**config.mk**
```make
export PLATFORM = sky130hd
export DESIGN_NAME = uart_tx_cfg_flat
export DESIGN_NICKNAME = d
export VERILOG_FILES = /design/src/rtl/uart_pkg.sv /design/src/rtl/uart_tx_cfg_if.sv /design/src/rtl/uart_baud_cnt.sv /design/src/rtl/uart_tx_cfg.sv /design/src/flat_wrapper.sv
export SDC_FILE = /design/constraint.sdc
export NUM_CORES = 1
export LEC_CHECK = 0
export ABC_AREA = 1
export ABC_CLOCK_PERIOD_IN_PS = 2000
export BUFFER_PORTS_ARGS = -buffer_cell sky130_fd_sc_hd__buf_4
export CAP_MARGIN = 30
export CORE_AREA = 2 2 65 67
export DETAILED_ROUTE_END_ITERATION = 6
export DIE_AREA = 0 0 67 69
export GPL_TIMING_DRIVEN = 0
export SLEW_MARGIN = 20
export SYNTH_ARGS = -nofsm -noshare
export SYNTH_HDL_FRONTEND = slang
export SYNTH_SLANG_ARGS = --single-unit
```
**constraint.sdc**
```tcl
create_clock -name clk -period 2 [get_ports clk]
set_input_delay 0.2 -clock clk [delete_from_list [all_inputs] [get_ports clk]]
set_output_delay 0.2 -clock clk [all_outputs]
set_load 0.01 [all_outputs]
```
**src/rtl/uart_pkg.sv**
```systemverilog
// Shared UART definitions: parity mode codes, transmitter state encoding and frame sizing.
package uart_pkg;

    localparam int PARITY_NONE = 0;
    localparam int PARITY_ODD  = 1;
    localparam int PARITY_EVEN = 2;

    typedef enum logic [2:0] {
        ST_IDLE,
        ST_START,
        ST_DATA,
        ST_PARITY,
        ST_STOP
    } tx_state_e;

    // Total bits on the line for one frame, start bit included.
    function automatic int frame_bits(input int data_bits, input int parity, input int stop_bits);
        return 1 + data_bits + ((parity != PARITY_NONE) ? 1 : 0) + stop_bits;
    endfunction

endpackage

```
**src/rtl/uart_tx_cfg_if.sv**
```systemverilog
// Producer-side handshake of the UART transmitter: request, word and idle indication.
interface uart_tx_cfg_if #(
    parameter int DATA_BITS = 8
);
    logic                 en;
    logic [DATA_BITS-1:0] data_tx;
    logic                 rdy;

    modport master (output en, output data_tx, input rdy);
    modport slave  (input en, input data_tx, output rdy);
endinterface

```
**src/rtl/uart_baud_cnt.sv**
```systemverilog
// Bit-period divider shared by the UART transmitter and receiver; bit_end marks the last cycle of a bit.
module uart_baud_cnt #(
    parameter int CLKS_PER_BIT = 10416
) (
    input  logic clk,
    input  logic rst,
    input  logic clr,
    output logic bit_end
);

    localparam int               CNT_W = (CLKS_PER_BIT > 1) ? $clog2(CLKS_PER_BIT) : 1;
    localparam logic [CNT_W-1:0] LAST  = CNT_W'(CLKS_PER_BIT - 1);

    logic [CNT_W-1:0] cnt;

    always_ff @(posedge clk) begin
        if (rst || clr) begin
            cnt <= '0;
        end else if (cnt == LAST) begin
            cnt <= '0;
        end else begin
            cnt <= cnt + 1'b1;
        end
    end

    assign bit_end = (cnt == LAST);

endmodule

```
**src/rtl/uart_tx_cfg.sv**
```systemverilog
// Configurable UART transmitter: start, DATA_BITS data bits LSB first, optional parity, 1-2 stop bits.
module uart_tx_cfg
    import uart_pkg::*;
#(
    parameter int CLKS_PER_BIT = 10416,
    parameter int DATA_BITS    = 8,
    parameter int PARITY       = 0,
    parameter int STOP_BITS    = 1
) (
    input  logic            clk,
    input  logic            rst,
    uart_tx_cfg_if.slave    bus,
    output logic            dout
);

    localparam int               IDX_W     = $clog2(DATA_BITS) + 1;
    localparam logic [IDX_W-1:0] LAST_DATA = IDX_W'(DATA_BITS - 1);
    localparam logic [IDX_W-1:0] LAST_STOP = IDX_W'(STOP_BITS - 1);
    localparam int               FRAME_LEN = frame_bits(DATA_BITS, PARITY, STOP_BITS);

    if (CLKS_PER_BIT < 2) begin : g_bad_cpb
        $fatal(1, "uart_tx_cfg: CLKS_PER_BIT must be at least 2");
    end
    if (DATA_BITS < 5 || DATA_BITS > 9) begin : g_bad_data
        $fatal(1, "uart_tx_cfg: DATA_BITS must be 5..9");
    end
    if (PARITY != PARITY_NONE && PARITY != PARITY_ODD && PARITY != PARITY_EVEN) begin : g_bad_par
        $fatal(1, "uart_tx_cfg: PARITY must be 0, 1 or 2");
    end
    if (STOP_BITS < 1 || STOP_BITS > 2) begin : g_bad_stop
        $fatal(1, "uart_tx_cfg: STOP_BITS must be 1 or 2");
    end
    if (FRAME_LEN > 13) begin : g_bad_frame
        $fatal(1, "uart_tx_cfg: frame longer than 13 bits");
    end

    tx_state_e            state_q, state_d;
    logic [IDX_W-1:0]     idx_q, idx_d;
    logic [DATA_BITS-1:0] shreg_q, shreg_d;
    logic                 par_q, par_d;
    logic                 dout_d;
    logic                 rdy_q;
    logic                 bit_end;

    // The divider is held at zero while idle so every frame starts on a fresh bit period.
    uart_baud_cnt #(
        .CLKS_PER_BIT(CLKS_PER_BIT)
    ) u_baud (
        .clk    (clk),
        .rst    (rst),
        .clr    (state_q == ST_IDLE),
        .bit_end(bit_end)
    );

    always_ff @(posedge clk) begin
        if (rst) begin
            state_q <= ST_IDLE;
            idx_q   <= '0;
            dout    <= 1'b1;
            rdy_q   <= 1'b1;
        end else begin
            state_q <= state_d;
            idx_q   <= idx_d;
            dout    <= dout_d;
            rdy_q   <= (state_d == ST_IDLE);
        end
    end

    always_ff @(posedge clk) begin
        shreg_q <= shreg_d;
        par_q   <= par_d;
    end

    assign bus.rdy = rdy_q;

    // dout is registered from the next-state view so each level lines up with its state.
    always_comb begin
        state_d = state_q;
        idx_d   = idx_q;
        shreg_d = shreg_q;
        par_d   = par_q;
        dout_d  = dout;
        unique case (state_q)
            ST_IDLE: begin
                dout_d = 1'b1;
                if (bus.en) begin
                    state_d = ST_START;
                    shreg_d = bus.data_tx;
                    par_d   = (PARITY == PARITY_EVEN) ? (^bus.data_tx) : ~(^bus.data_tx);
                    idx_d   = '0;
                    dout_d  = 1'b0;
                end
            end
            ST_START: begin
                if (bit_end) begin
                    state_d = ST_DATA;
                    dout_d  = shreg_q[0];
                end
            end
            ST_DATA: begin
                if (bit_end) begin
                    shreg_d = shreg_q >> 1;
                    if (idx_q == LAST_DATA) begin
                        idx_d = '0;
                        if (PARITY != PARITY_NONE) begin
                            state_d = ST_PARITY;
                            dout_d  = par_q;
                        end else begin
                            state_d = ST_STOP;
                            dout_d  = 1'b1;
                        end
                    end else begin
                        idx_d  = idx_q + 1'b1;
                        dout_d = shreg_q[1];
                    end
                end
            end
            ST_PARITY: begin
                if (bit_end) begin
                    state_d = ST_STOP;
                    dout_d  = 1'b1;
                end
            end
            ST_STOP: begin
                dout_d = 1'b1;
                if (bit_end) begin
                    if (idx_q == LAST_STOP) begin
                        state_d = ST_IDLE;
                        idx_d   = '0;
                    end else begin
                        idx_d = idx_q + 1'b1;
                    end
                end
            end
            default: begin
                state_d = ST_IDLE;
                idx_d   = '0;
                dout_d  = 1'b1;
            end
        endcase
    end

endmodule

```
**src/flat_wrapper.sv**
```systemverilog
// flat-port wrapper written by rule: the top's interface ports become plain ports
module uart_tx_cfg_flat import uart_pkg::*;
#(
    parameter int CLKS_PER_BIT = 10416,
    parameter int DATA_BITS    = 8,
    parameter int PARITY       = 0,
    parameter int STOP_BITS    = 1
)
  (clk, rst, dout, bus_en, bus_data_tx, bus_rdy);
  uart_tx_cfg_if #(.DATA_BITS(DATA_BITS)) bus_i ();
  input  logic clk;
  input  logic rst;
  output logic dout;
  input wire logic [$bits(bus_i.en)-1:0] bus_en;
  input wire logic [$bits(bus_i.data_tx)-1:0] bus_data_tx;
  output wire logic [$bits(bus_i.rdy)-1:0] bus_rdy;
  assign bus_i.en = bus_en;
  assign bus_i.data_tx = bus_data_tx;
  assign bus_rdy = bus_i.rdy;
  uart_tx_cfg #(.CLKS_PER_BIT(CLKS_PER_BIT), .DATA_BITS(DATA_BITS), .PARITY(PARITY), .STOP_BITS(STOP_BITS)) u_core (.clk(clk), .rst(rst), .bus(bus_i), .dout(dout));
endmodule
```
; ---- Word level (Yosys, flattened, before mapping)
; Index checks and enable logic that the tools add are counted.
[word_totals]
regBits = 31
output_inout_bits = 2
wordCells = 53
[classes]
addsub = 2
n_eq_ne = 11
mux = 23
bitwise = 1
n_reduce_logical = 10
[ops]
columns = cell, n
row1 = 2-to-1 mux 3 bit, 7
row2 = 2-to-1 mux 4 bit, 5
row3 = 2-to-1 mux 8 bit, 2
row4 = one-hot mux 4 bit (4 select lines), 1
row5 = one-hot mux 8 bit (2 select lines), 1
row6 = one-hot mux 3 bit (5 select lines), 1
row7 = "adder 14 x 1 -> 14 bit, second input constant", 1
row8 = "equality test 14 bit, second input constant", 1
row9 = "!= test 2 x 1 -> 1 bit, second input constant", 4
row10 = "equality test 3 x 2 -> 1 bit, second input constant", 2
row11 = zero test 3 bit, 2
row12 = AND reduction 3 bit, 2
row13 = 2-to-1 mux 1 bit, 5
row14 = "adder 4 x 1 -> 4 bit, second input constant", 1
row15 = "equality test 4 x 3 -> 1 bit, second input constant", 1
row16 = zero test 4 bit, 1
row17 = one-hot mux 1 bit (4 select lines), 1
row18 = AND reduction 4 bit, 1
row19 = OR reduction 2 bit, 2
row20 = "equality test 3 x 1 -> 1 bit, second input constant", 1
row21 = "equality test 3 bit, second input constant", 1
row22 = "!= test 2 bit, second input constant", 1
row23 = nonzero test 2 bit, 1
row24 = logical OR 1 bit, 1
row25 = inverter 1 bit, 1

; ---- Logic depth before layout (Yosys ltp)
; Gate-level depths: netlist of the first run.
[depth]
ltp_word = 5
ltp_mapped = 10
mapped_depth_nobuf = 10

; ---- Cells and area by module
; A second synthesis of the first run with hierarchy kept.
[unflattened]
hier_cells = 247
hier_area_um2 = 1706.6
[modules_own_cells]
columns = module, n_inst, cells_each, area_per_inst_um2
row1 = uart_tx_cfg, 1, 128, 939.7
row2 = uart_baud_cnt, 1, 119, 767.0

; ---- Worst setup path after synthesis of the first run
; Ideal clock, no wire load.
[synth_path]
path_kind = flip-flop to flip-flop
startpoint = register u_core.u_baud.cnt[0]
endpoint = register u_core.shreg_q[0] (enable)
setup_ns = 0.375
arrival_ns = 1.357
t_required_ns = 1.625
path_slack_ns = 0.268
path_stages_with_launch = 6
cell_sequence = dfxtp_1 ha_1 nand3_2 nor2_4 nand2_4 a21oi_1
[synth_via]
elab_chain_cells = 3
[synth_lines]
columns = item, line_no
row1 = "start, declared", uart_baud_cnt.sv:14  ; logic [CNT_W-1:0] cnt;
row2 = "start signal, assigned", uart_baud_cnt.sv:22  ; cnt <= cnt + 1'b1;
row3 = equality test 14 bit, uart_baud_cnt.sv:26  ; assign bit_end = (cnt == LAST);
row4 = != test 2 x 1 -> 1 bit (no source line), -
row5 = AND reduction 3 bit (no source line), -
row6 = "end signal, assigned", uart_tx_cfg.sv:70  ; shreg_q <= shreg_d;
row7 = "end, declared", uart_tx_cfg.sv:39  ; logic [DATA_BITS-1:0] shreg_q, shreg_d;
; Every way passes these cells.
; A chain may end at the register's enable or synchronous reset.

; ---- Final worst setup path of the first run
[layout_path]
startpoint = register u_core.u_baud.cnt[0]
endpoint = register u_core.shreg_q[1] (enable)
; The elaborated chain is that of the path after synthesis.

==> results of run 1 <==
## power groups by stage
stage / logic, W / clock network (W) / registers (W)
6_report: 0.000110 / 0.000505 / 0.000682
5_1_grt: 0.000126 / 0.000544 / 0.000684
4_1_cts: 0.000110 / 0.000514 / 0.000683
3_5_place_dp: 0.000110 / 0 / 0.000696
3_3_place_gp: 0.000110 / 0 / 0.000696
2_1_floorplan: 0.0000705 / 0 / 0.000696
## kinds of logic (layout without fill, tap and decap cells)
kind of cell	count (synthesis)	in the layout	share of synthesized area [%]
AND/OR/NAND/NOR	137	137	38.5
buffers and inverters	33	53	8.48
flip-flops	31	31	41.7
AO/OA/AOI/OAI	20	20	7.59
adder cells (fa/ha/maj)	3	3	2.23
XOR/XNOR	3	3	1.56
## cell usage after synthesis
library cell,count
buf_6,2
nor3_1,4
buf_4,1
a21boi_2,1
nor3_2,2
a21oi_1,10
nor2_4,2
o21a_1,1
nor2_1,25
nand3_1,16
nand3_2,5
inv_2,4
or2_1,2
nand2_4,1
nand2_1,70
nand3b_1,1
nand2_2,2
and3b_1,1
nor3b_2,1
a21oi_2,3
nor2_2,2
nor3b_1,1
nand4_1,2
inv_1,26
xor2_1,3
ha_1,3
o21ai_2,2
o21ai_0,2
dfxtp_1,23
edfxtp_1,8
o21ai_1,1
## registers in the layout, indices dropped and copies added (netlist names)
register	cells
u_core.bus.rdy	1
u_core.idx_q	4
u_core.u_baud.cnt	14
u_core.dout	1
u_core.state_q	3
u_core.shreg_q	8
## worst max-delay path by stage
stage | startpoint | to | slack [ns] | cells after the start
detailed placement | u_core.u_baud.cnt[0] | u_core.shreg_q[7] | 0.02 | 5
finish | u_core.u_baud.cnt[0] | u_core.shreg_q[1] | 0.25 | 5
floorplan | u_core.u_baud.cnt[0] | u_core.shreg_q[0] | 0.27 | 5
CTS | u_core.u_baud.cnt[0] | u_core.shreg_q[1] | 0.01 | 5
global route | u_core.u_baud.cnt[0] | u_core.shreg_q[1] | 0.11 | 5
global placement | u_core.u_baud.cnt[0] | u_core.shreg_q[4] | -0.0004 | 5
## through the flow
stage / hold slack (ns) / setup TNS (ns) / worst slack, ns / power [W] / cell area [µm²]
final: 0.112 / 0 / 0.251 / 0.00130 / 1930
after CTS: 0.110 / 0 / 0.0126 / 0.00131 / 1930
after detailed placement: 0.406 / 0 / 0.0220 / 0.000806 / 1830
after global routing: 0.124 / 0 / 0.109 / 0.00135 / 1930
after floorplan: 0.262 / 0 / 0.268 / 0.000766 / 1680
after global placement: 0.403 / -0.00200 / -0.000356 / 0.000806 / 1830
## per-layer routing
| layer | global-route usage (%) | vias to the layer above | wire length [µm] |
|---|---|---|---|
| met4 | 6.12 | 0 | 53 |
| met5 | 0 | - | 0 |
| li1 | - | 751 | - |
| met1 | 19.5 | 640 | 1540 |
| met2 | 23.8 | 18 | 1420 |
| met3 | 3.92 | 5 | 109 |
## cells in the final DEF, fill, tap and decap left out, drive strengths merged, types with 2 or more instances in the layout
master   n
nor3b    2
a21oi   13
clkbuf   7
nor3     6
nand3   21
nand2   73
buf     15
ha       3
nand4    2
xor2     3
nor2    29
edfxtp   8
dfxtp   23
or2      2
inv     30
o21ai    5
## layout make-up
| class | count | area, µm² |
|---|---|---|
| clock inverters | 1 | 5.00 |
| multi-input cells | 163 | 842 |
| clock buffers | 7 | 86.3 |
| well taps | 50 | 62.6 |
| fillers | 413 | 1980 |
| inverters | 30 | 113 |
| repair buffers | 12 | 90.1 |
| plain buffers | 3 | 30.0 |
| flip-flops and latches | 31 | 701 |
==> summary.txt, run 1 <==
Pwr
  – Gate power share: 8.5%
  – P per Cell Area: 672 nW/µm²
  – Clock share of power: 38.9%
  – Highest ir drop seen on vdd: 327 µV
  – Sequential share of power: 52.6%
  – Leakage: 0.841 nW
  – Switch share: 23.3%
  – Pint: 0.000994 W
  – Net Sw Power: 0.000303 W

GRT
  – Global-route wire length before repair: 5400 µm
  – All-Layer GR Usage: 15.1%
  – Vias in the first global route: 1262
  – GRT overflow: 0
  – Largest net degree at the start of global routing: 11
  – Initial antenna violation count: 0

Synthesis
  – Post-synthesis cell area: 1680 µm²
  – Synthesized net count: 241
  – Synth Register Bits: 31
  – Seq/Total Area, Yosys: 41.7%
  – Synth warn: 0
  – Syn Inst Count: 227
  – Synth area leaders: dfxtp_1 27%, nand2_1 16%, edfxtp_1 14%
  – Area leader, netlist: dfxtp_1
  – Unique masters post-synth: 31
  – Yosys top cell area share: 27.4%
  – Synthesized area per cell: 7.41 µm²

Critical path
  – Family with the most delay on the worst path: simple AND/OR/NAND/NOR gates
  – Crit Path Max Fanout: 9
  – Worst R2R Start: u_core.u_baud.cnt[0]
  – RR Endpoint: u_core.shreg_q[1]
  – Cell Chain, Critical Path: ha_1 -> nand3_2 -> nor2_4 -> nand2_4 -> a21oi_2
  – WP data arrival: 1.68 ns
  – Critical Path Source Type: flip-flop
  – Buf/Inv on CP: 0
  – R2R cell count: 5
  – Crit Path Class: flip-flop to flip-flop
  – CP required: 1.93 ns
  – Reg2reg setup slack: 0.25 ns
  – Slowest cell on the critical path: a21oi_2
  – CP endpoint kind: flip-flop
  – Slowest stage delay, CP: 0.40 ns

Clock network
  – Worst skew pair latency: 0.28 ns
  – Post-CTS Setup Inserts: 0
  – H-tree depth: 2
  – CTS tree: done
  – Clock sinks: 31
  – CTS clk-pin slew, worst paths: 0.06 ns
  – Post-CTS Hold Buffers: 0
  – Num CTS Buffers: 5
  – Post-CTS Resized: 0
  – Max Root-Sink Buffers: 2
  – Clock root buffer: clkbuf_8

Hold path
  – Hold EP: u_core.idx_q[3]
  – WHS Path Cells: 2
  – Hold Crit Start: rst
  – Hold Crit Class: input pin to flip-flop

Finish
  – Synth-to-layout area growth: 14.7%
  – Post-layout nets: 260
  – Layout cells sized above 1: 19.4%
  – Finished Layout Cells: 297
  – Final core utilization: 49.3%
  – Diodes inserted: 0

Flow run
  – Max-cap violations: 0

Timing
  – Unrepaired setup endpoints after global routing: false
  – Clk_skew: 0.00848 ns
  – Worst slew pin tran: 0.438 ns
  – Final Hold Vio Count: 0
  – Final setup viols: 0
  – Slew Limit Fails: 0
  – Max transition margin: 70.8%
  – Fmax: 0.572 GHz
  – Final period util: 87.4%
  – Min cycle time layout: 1.75 ns

Outcome
  – Status: finished, final reports clean

Routing
  – Residual DRC count: 0
  – Via Count: 1414
  – DRT Pass-1 Iters: 4
  – Post-route ant nets: 0
  – First-iteration detailed-routing DRC count: 72
  – Vias per std cell: 4.76
  – Drt total wl: 3130 µm
  – WL per Instance: 10.5 µm

Die
  – Core area: 3910 µm²
  – Initial Util: 43.0%
  – DIE WIDTH: 67 µm
  – IO Pins: 13
  – Die height: 69 µm
  – Die area: 4620 µm²
  – Site row count: 23

Placement
  – PortBufs: 12
  – Post-detail-place hpwl: 2300 µm
  – Post-Place Cells: 289
  – GPL Wtd Cong: 0.841
Note: power is estimated with default switching activity, not from simulation.
==> run 2, diff against run 1 <==
CORE_AREA = 2 2 57 59   (was 2 2 65 67)
DIE_AREA = 0 0 59 61   (was 0 0 67 69)
PLACE_DENSITY = 0.76   (was default)
==> run 2 against run 1 <==
- core utilization increased by 14 points
- total power is 12% lower
- global-route usage increased by 5.1 points
- largest cell class unchanged
- maximum frequency shrank 2.6%
==> summary.txt, run 2 (synthesis gave the netlist of run 1 again) <==
GRT
  – Met3 Track Usage GR: 4.90% (+0.99 points)
  – Vias in the first global route: 1338 (+6.0%)
  – Largest net degree at the start of global routing: 11 (unchanged)
  – Initial antenna violation count: 0 (unchanged)
  – Met1 GRT Util: 22.6% (+3.1 points)
  – Global-route wire length before repair: 5360 µm (-0.63%)
  – GRT overflow: 0 (unchanged)
  – GR met2 Demand/Resource: 35.2% (+11 points)
  – All-Layer GR Usage: 20.3% (+5.1 points)
  – Gr busiest metal: met2

Flow run
  – Max-cap violations: 0 (unchanged)

Critical path
  – Crit Path Class: flip-flop to flip-flop
  – WP data arrival: 1.78 ns (+0.10 ns)
  – Worst R2R Start: u_core.u_baud.cnt[0]
  – Critical path startpoint: u_core.u_baud.cnt[0]
  – Critical Path Source Type: flip-flop
  – Reg2reg setup slack: 0.20 ns (-0.05 ns)
  – CP endpoint: u_core.shreg_q[4]
  – CP required: 1.98 ns (+0.05 ns)
  – RR Endpoint: u_core.shreg_q[4]
  – CP endpoint kind: flip-flop
  – Crit Path Max Fanout: 9 (unchanged)
  – R2R cell count: 5 (unchanged)

Finish
  – Final Instance Area: 1870 µm² (-3.2%)
  – Max reg flops: 14 (unchanged)
  – Diodes inserted: 0 (unchanged)
  – Largest register by flop count: u_core.u_baud.cnt
  – Layout fillers: 297 (-28%)
  – Largest registers: u_core.u_baud.cnt: 14 flops, u_core.shreg_q: 8 flops, u_core.idx_q: 4 flops
  – Most common cell after layout, fill and taps aside: nand2_1
  – Most frequent cells in the layout: 70 x nand2_1, 26 x inv_1, 25 x nor2_1, 23 x dfxtp_1, 16 x nand3_1
  – Post-layout nets: 260 (unchanged)
  – Synth-to-layout area growth: 11.0%
  – Layout cells sized above 1: 19.0% (-0.40 points)

Routing
  – Vias per std cell: 5.21 (+9.4%)
  – WL per Instance: 11.3 µm (+6.8%)
  – DRT Pass-1 Iters: 5 (+1)
  – Drt total wl: 3150 µm (+0.70%)
  – Residual DRC count: 0 (unchanged)
  – Via Count: 1459 (+3.2%)
  – First-iteration detailed-routing DRC count: 79 (+9.7%)
  – Post-route ant nets: 0 (unchanged)

Clock network
  – Clock root buffer: clkbuf_4
  – H-tree depth: 2 (unchanged)
  – Worst skew pair latency: 0.34 ns (+0.06 ns)
  – Num CTS Buffers: 5 (unchanged)
  – Clock sinks: 31 (unchanged)
  – Post-CTS Hold Buffers: 0 (unchanged)
  – CTS clk-pin slew, worst paths: 0.10 ns (+0.04 ns)
  – CTS tree: done
  – Max Root-Sink Buffers: 2 (unchanged)

Timing
  – Fmax: 0.557 GHz (-2.6%)
  – Final period util: 89.8% (+2.3 points)
  – Unrepaired setup endpoints after global routing: false
  – Max transition margin: 69.8% (-0.96 points)
  – Slew Limit Fails: 0 (unchanged)
  – Final setup viols: 0 (unchanged)
  – Final Hold Vio Count: 0 (unchanged)
  – Min cycle time layout: 1.80 ns (+0.0465 ns)
  – Worst slew pin tran: 0.452 ns (+0.0143 ns)
  – Setup TNS: 0 ns (unchanged)
  – Clk_skew: 0.0105 ns (+0.00206 ns)

Die
  – DIE WIDTH: 59 µm (-12%)
  – Die height: 61 µm (-12%)
  – IO Pins: 13 (unchanged)
  – Core area: 2950 µm² (-25%)
  – Die area: 3600 µm² (-22%)
  – Site row count: 20 (-13%)
  – Initial Util: 56.9% (+14 points)

Outcome
  – Status: finished, final reports clean

Placement
  – PortBufs: 12 (unchanged)
  – Placed cell areas: 1810 µm² (-1.2%)
  – Post-detail-place hpwl: 2280 µm (-0.99%)
  – GPL Wtd Cong: 0.873 (+3.8%)

Hold path
  – Hold Crit Class: input pin to flip-flop

Pwr
  – Leakage: 0.822 nW (-2.3%)
  – P per Cell Area: 610 nW/µm² (-9.2%)
  – Highest ir drop seen on vdd: 420 µV (+28%)
-- run 2: area by class of cell --
type	instances	area [µm²]	area share, %
buffer	3	30.0	1.61
clock buffer	7	45.0	2.41
clock inverter	1	5.00	0.268
inverter	30	113	6.03
multi-input combinational	163	842	45.1
sequential	31	701	37.5
tap	33	41.3	2.21
timing repair buffer	12	90.1	4.83
-- run 2: repair_timing --
| item | 4_1_cts | 5_1_grt |
|---|---|---|
| buffers inserted | 0 | 0 |
| resized for setup | 1 | 0 |
| endpoints found under the setup margin | 8 | 0 |
-- run 2: worst min-delay path by stage --
stage	startpoint	to	slack, ns	depth (start not counted)
finish	rst	u_core.idx_q[3]	0.04	2
global route	rst	u_core.idx_q[3]	0.04	2
CTS	rst	u_core.idx_q[3]	0.03	2
detailed placement	rst	u_core.idx_q[3]	0.40	2
global placement	rst	u_core.idx_q[3]	0.40	2
floorplan	rst	u_core.idx_q[3]	0.26	1
-- run 2: power breakdown --
part           switching [W]  internal [W]
sequential         0.0000118      0.000670
combinational      0.0000644     0.0000462
clock               0.000210      0.000137
total               0.000286      0.000853
-- run 2: routing by layer --
layer | vias up | part of all wire (%)
met5 | - | 0
met4 | 0 | 1.3
met3 | 5 | 4.9
met2 | 38 | 50
met1 | 655 | 44
li1 | 761 | -
-- run 2: critical path, stage by stage (launching register included) --
cell and delay, ns:
dfxtp_1 0.38, ha_1 0.23, nand3_2 0.15, nor2_4 0.17
nand2_4 0.11, a21oi_2 0.41
-- run 2: through the flow --
step                      hold WS, ns  utilization (%)  worst slack, ns  std cells  total power, W
after detailed placement        0.403             61.4          0.00329        272        0.000807
after floorplan                 0.262                -            0.268        227        0.000766
after CTS                      0.0322             63.2            0.201        280         0.00116
after global routing           0.0368             63.2            0.101        280         0.00120
after global placement          0.401             61.4           0.0349        272        0.000804
final                          0.0442             63.2            0.205        280         0.00114
